`src/rtl/mem_port_arbiter.sv`:
```
// Memory port arbiter: shares one valid/ready memory port between the
// instruction-fetch stage and the data (load/store) stage.
//
//   state | meaning
//   IDLE  | no transaction outstanding, arbitrate eligible requesters
//   ISSUE | port_valid high, waiting for port_ready
//   WAIT  | accepted, waiting for the single port_rvalid response
//
// Data accesses win by default; once STARVE_LIMIT data grants have gone by
// with fetch waiting, fetch wins the next contested slot. A flush kills a
// fetch that is still in ISSUE, or marks one in WAIT so its response is
// swallowed without an if_done.
module mem_port_arbiter #(
    parameter int unsigned STARVE_LIMIT = 4
) (
    input  logic        clk,
    input  logic        rst,
    input  logic        if_req,
    input  logic [31:0] if_addr,
    output logic [31:0] if_rdata,
    output logic        if_done,
    output logic        if_stall,
    input  logic        flush,
    input  logic        dm_req,
    input  logic        dm_we,
    input  logic [2:0]  dm_type,
    input  logic [31:0] dm_addr,
    input  logic [31:0] dm_wdata,
    output logic [31:0] dm_rdata,
    output logic        dm_done,
    output logic        dm_stall,
    output logic        port_valid,
    input  logic        port_ready,
    output logic        port_we,
    output logic [2:0]  port_type,
    output logic [31:0] port_addr,
    output logic [31:0] port_wdata,
    input  logic        port_rvalid,
    input  logic [31:0] port_rdata
);

    localparam logic [3:0] LIMIT      = 4'(STARVE_LIMIT);
    localparam logic [2:0] FETCH_TYPE = 3'b010;

    typedef enum logic [1:0] {
        S_IDLE,
        S_ISSUE,
        S_WAIT
    } state_t;

    state_t     state;
    state_t     state_nxt;
    logic       owner_if;     // 1: fetch owns the port, 0: data owns it
    logic       discard;
    logic [3:0] starve_cnt;

    logic       if_elig;
    logic       dm_elig;
    logic       grant_if;
    logic       grant_dm;
    logic       resp;
    logic       set_discard;

    // Stalls are the only combinational paths from inputs to outputs.
    assign if_stall   = if_req & ~if_done;
    assign dm_stall   = dm_req & ~dm_done;
    assign port_valid = (state == S_ISSUE);

    // State register.
    always_ff @(posedge clk or negedge rst) begin
        if (!rst) begin
            state <= S_IDLE;
        end else begin
            state <= state_nxt;
        end
    end

    // Arbitration, next-state and per-cycle control strobes.
    always_comb begin
        state_nxt   = state;
        grant_if    = 1'b0;
        grant_dm    = 1'b0;
        resp        = 1'b0;
        set_discard = 1'b0;
        // A requester is never regranted in its own done cycle.
        if_elig     = if_req & ~if_done & ~flush;
        dm_elig     = dm_req & ~dm_done;

        case (state)
            S_IDLE: begin
                if (if_elig && (!dm_elig || starve_cnt == LIMIT)) begin
                    grant_if  = 1'b1;
                    state_nxt = S_ISSUE;
                end else if (dm_elig) begin
                    grant_dm  = 1'b1;
                    state_nxt = S_ISSUE;
                end
            end
            S_ISSUE: begin
                if (owner_if && flush) begin
                    // Already accepted this cycle: the response must still be
                    // consumed, so keep the slot and swallow it in WAIT.
                    if (port_ready) begin
                        set_discard = 1'b1;
                        state_nxt   = S_WAIT;
                    end else begin
                        state_nxt   = S_IDLE;
                    end
                end else if (port_ready) begin
                    state_nxt = S_WAIT;
                end
            end
            S_WAIT: begin
                if (port_rvalid) begin
                    resp      = 1'b1;
                    state_nxt = S_IDLE;
                end else if (owner_if && flush) begin
                    set_discard = 1'b1;
                end
            end
            default: begin
                state_nxt = S_IDLE;
            end
        endcase
    end

    // Port fields, owner, starvation counter, response capture and done pulses.
    always_ff @(posedge clk or negedge rst) begin
        if (!rst) begin
            port_we    <= 1'b0;
            port_type  <= 3'b000;
            port_addr  <= 32'h0;
            port_wdata <= 32'h0;
            owner_if   <= 1'b0;
            discard    <= 1'b0;
            starve_cnt <= 4'h0;
            if_rdata   <= 32'h0;
            dm_rdata   <= 32'h0;
            if_done    <= 1'b0;
            dm_done    <= 1'b0;
        end else begin
            if_done <= 1'b0;
            dm_done <= 1'b0;

            if (grant_if) begin
                port_we    <= 1'b0;
                port_type  <= FETCH_TYPE;
                port_addr  <= if_addr;
                port_wdata <= 32'h0;
                owner_if   <= 1'b1;
                starve_cnt <= 4'h0;
            end else if (grant_dm) begin
                port_we    <= dm_we;
                port_type  <= dm_type;
                port_addr  <= dm_addr;
                port_wdata <= dm_wdata;
                owner_if   <= 1'b0;
                if (if_req && starve_cnt != LIMIT) begin
                    starve_cnt <= starve_cnt + 4'h1;
                end
            end

            if (set_discard) begin
                discard <= 1'b1;
            end

            if (resp) begin
                if (owner_if) begin
                    // A flush arriving with the response also kills it.
                    if (!(discard || flush)) begin
                        if_rdata <= port_rdata;
                        if_done  <= 1'b1;
                    end
                    discard <= 1'b0;
                end else begin
                    dm_rdata <= port_rdata;
                    dm_done  <= 1'b1;
                end
            end
        end
    end

endmodule

```
`config.mk`:
```
export PLATFORM = sky130hd
export DESIGN_NAME = mem_port_arbiter
export DESIGN_NICKNAME = d
export VERILOG_FILES = /design/src/rtl/mem_port_arbiter.sv
export SDC_FILE = /design/constraint.sdc
export NUM_CORES = 1
export LEC_CHECK = 0
export ABC_AREA = 0
export BUFFER_PORTS_ARGS = -buffer_cell sky130_fd_sc_hd__buf_2
export CAP_MARGIN = 20
export CELL_PAD_IN_SITES_DETAIL_PLACEMENT = 0
export CELL_PAD_IN_SITES_GLOBAL_PLACEMENT = 1
export CORE_MARGIN = 2
export CORE_UTILIZATION = 31
export DETAILED_ROUTE_END_ITERATION = 12
export HOLD_SLACK_MARGIN = 0.03
export PLACE_DENSITY = 0.83
export SKIP_LAST_GASP = 1
export SLEW_MARGIN = 20
export SYNTH_ARGS = -nofsm -noshare
export SYNTH_HDL_FRONTEND = slang
export SYNTH_SLANG_ARGS = --single-unit
```
`constraint.sdc`:
```
create_clock -name clk -period 1.75 [get_ports clk]
set_input_delay 0.35 -clock clk [delete_from_list [all_inputs] [get_ports clk]]
set_output_delay 0.35 -clock clk [all_outputs]
set_load 0.1 [all_outputs]
```
==> results.md <==
* Grt total ovfl at 0
* H-Tree Depth at 4
* Skew final at 0.00910 ns
* Core area at 18100 sq um
* Ys async rst share at 1.00
* Tmin final at 1.78 ns
* WHS at 0.134 ns
* Violated checks: setup timing
* Number of flops mapped to enable cells by yosys at 0
* Global-route wire length before repair at 27.5 mm
* RSZ-0062 raised after global routing: yes
* Register area share after synthesis at 0.614
* Die Area at 19800 sq um
* DRC at 0
* Hold Path Class: input pin to register
* F_max at 0.563 GHz
* IO Pins at 276
* Post-synth top flop: dfrtp_1
* Post-Syn Area at 5790 sq um
* GRT Util Overall at 0.175
* Clock Sinks at 142
* Worst skew pair latency at 0.42 ns
* Initial antenna violation count at 0
* DP Area at 7710 sq um
* Area Growth Syn to Fin at 54.8%
* Largest net degree at the start of global routing at 56
* Post-route clock period utilization at 1.02
* PortBufs at 275
* Synth Area per Inst at 11.0 sq um
* Startpoint Class: register
* Detailed Place HPWL at 11.9 mm
* Design area at 8950 sq um
* Clk pin slew, worst setup/hold paths at 0.07 ns
* Post-route setup slack at -0.0278 ns
* Routed WL at 19.2 mm
* Vert. Die Dim at 141 um
* CTS Buf Count at 17
* Dpl ws at -0.0571 ns
* Nets at 983
* Final max-slew violation count at 0
* Final hold vios at 0
* Final setup fails at 33
* Initial detailed-routing violation count at 171
* Vias in the first global route at 5297
* First-pass iteration count of the detailed router at 4
* Root Driver: clkbuf_16
* CP Capture Type: register
* Layout cells sized above 1 at 0.505
* Max Cap Viol at 0
* Synth Net Count at 673
* Via-per-instance ratio at 4.84
* Status: finished with violations
* Syn. warnings at 0
* Filler cells at 1677
* Relative slew slack at 0.656
* Placer Congestion at 0.813
* Synth Register Bits at 142
* Vias at 5236
* Bufs on Longest Clock Path at 2
* Syn Inst Count at 528
* ANT nets after route at 0
* Data arrival, critical path at 2.07 ns
* Detailed-route wire length per cell at 17.7 um
* Netlist cell types at 38
* DIE WIDTH at 141 um
* Worst-Margin Slew at 0.520 ns
* Setup Crit Path Kind: register to register
* CTS tree: built
* Critical Path RT at 2.04 ns
* Num rows at 49
* Starting density of the core at 0.319
* Max FO, Critical Path at 8
cells in the mapped netlist, drive strengths merged (2+ instances only):
cell type	count	area share
o21ai	3	0.0032
a21o	3	0.0039
nor2b	2	0.0022
buf	23	0.025
nor2	36	0.024
mux2	34	0.066
ha	6	0.013
a21oi	71	0.062
nand2b	2	0.0022
nand2	134	0.087
dfrtp	142	0.61
a22o	37	0.056
clkbuf	8	0.0054
or2	2	0.0022
inv	8	0.0052
nand3b	2	0.0026
metrics by stage:
step	instances	utilization	TNS, ns
after global placement	1023	0.425	0
after detailed placement	1023	0.425	-0.830
after CTS	1066	0.471	-0.719
after global routing	1080	0.493	-3.66
after floorplan	528	-	-33.79
final	1081	0.493	-0.482
final cells by class:
| cell class | instances | area (sq um) | share of cell area |
|---|---|---|---|
| flip-flops and latches | 142 | 3560 | 0.397 |
| inverters | 8 | 33.8 | 0.00377 |
| diodes | 1 | 2.50 | 0.000279 |
| repair buffers | 322 | 2130 | 0.238 |
| well taps | 229 | 287 | 0.0320 |
| multi-input cells | 347 | 2260 | 0.253 |
| clock inverters | 13 | 224 | 0.0250 |
| clock buffers | 19 | 453 | 0.0506 |
final timing paths:
path | endpoint | startpoint | cells after the start | slack, ns
worst max-delay path | port_addr[2]$_DFFE_PN0P_ | state[0]$_DFFE_PN0P_ | 9 | -0.03
worst min-delay path | dm_rdata[18]$_DFFE_PN0P_ | port_rdata[18] | 3 | 0.13
worst max register to register | port_addr[2]$_DFFE_PN0P_ | state[0]$_DFFE_PN0P_ | 9 | -0.03
worst min register to register | dm_rdata[20]$_DFFE_PN0P_ | dm_rdata[20]$_DFFE_PN0P_ | 2 | 0.47
max in group asynchronous | port_addr[8]$_DFFE_PN0P_ | rst | 3 | 0.79
min in group asynchronous | if_rdata[30]$_DFFE_PN0P_ | rst | 2 | 0.38
per-layer routing:
layer,vias to the layer above,global-route usage,part of all wire
li1,2417,-,-
met5,-,0,0
met2,266,0.289,0.48
met3,24,0.0601,0.091
met4,0,0.0589,0.017
met1,2529,0.215,0.41
cell usage in the layout, fill, tap and decap left out, types with 3 or more instances in the layout:
| cell | netlist | routed |
|---|---|---|
| clkbuf_16 | 0 | 25 |
| dfrtp_1 | 142 | 140 |
| buf_12 | 0 | 15 |
| a22o_1 | 37 | 37 |
| a21oi_1 | 70 | 65 |
| inv_1 | 8 | 5 |
| buf_4 | 4 | 17 |
| nor2_1 | 35 | 20 |
| bufinv_16 | 0 | 5 |
| inv_6 | 0 | 5 |
| mux2_2 | 33 | 23 |
| buf_2 | 16 | 271 |
| nor2_2 | 1 | 7 |
| mux2_4 | 0 | 10 |
| nand2_1 | 134 | 133 |
| buf_6 | 3 | 8 |
| ha_1 | 6 | 3 |
| a21oi_2 | 1 | 5 |
| nor2_4 | 0 | 9 |
sequential cells by signal (all words and copies together), names as in the netlist, 2 cells and up:
name / flops
dm_rdata: 32
if_rdata: 32
port_addr: 32
port_wdata: 32
starve_cnt: 4
port_type: 3
state: 2
critical path, cell delays in order (launching register included):
cell       delay [ns]
dfrtp_1          0.36
inv_2            0.07
ha_4             0.16
and4bb_2         0.24
buf_6            0.13
buf_6            0.11
a21o_4           0.24
clkbuf_16        0.20
nor2_4           0.11
a21oi_2          0.04
cells by family after synthesis:
family / after synthesis / share of synthesized area
and+or+nand+nor: 187 / 0.134
DFF: 142 / 0.614
AOI/OAI and AO/OA: 120 / 0.137
buffers and inverters: 39 / 0.0355
muxes: 34 / 0.0662
adders and majority gates: 6 / 0.0130
repair_timing:
item                                    4_1_cts  5_1_grt
gates resized for setup                       6       42
setup buffers                                 8        5
pin swaps                                     2        8
endpoints found under the setup margin       79      102
hold buffers                                  1        0
endpoints found under the hold margin        25        0
cloned                                        2       11
Power is not shown: default switching activity piles up to over one toggle a cycle in this logic, so the estimate is an artifact.
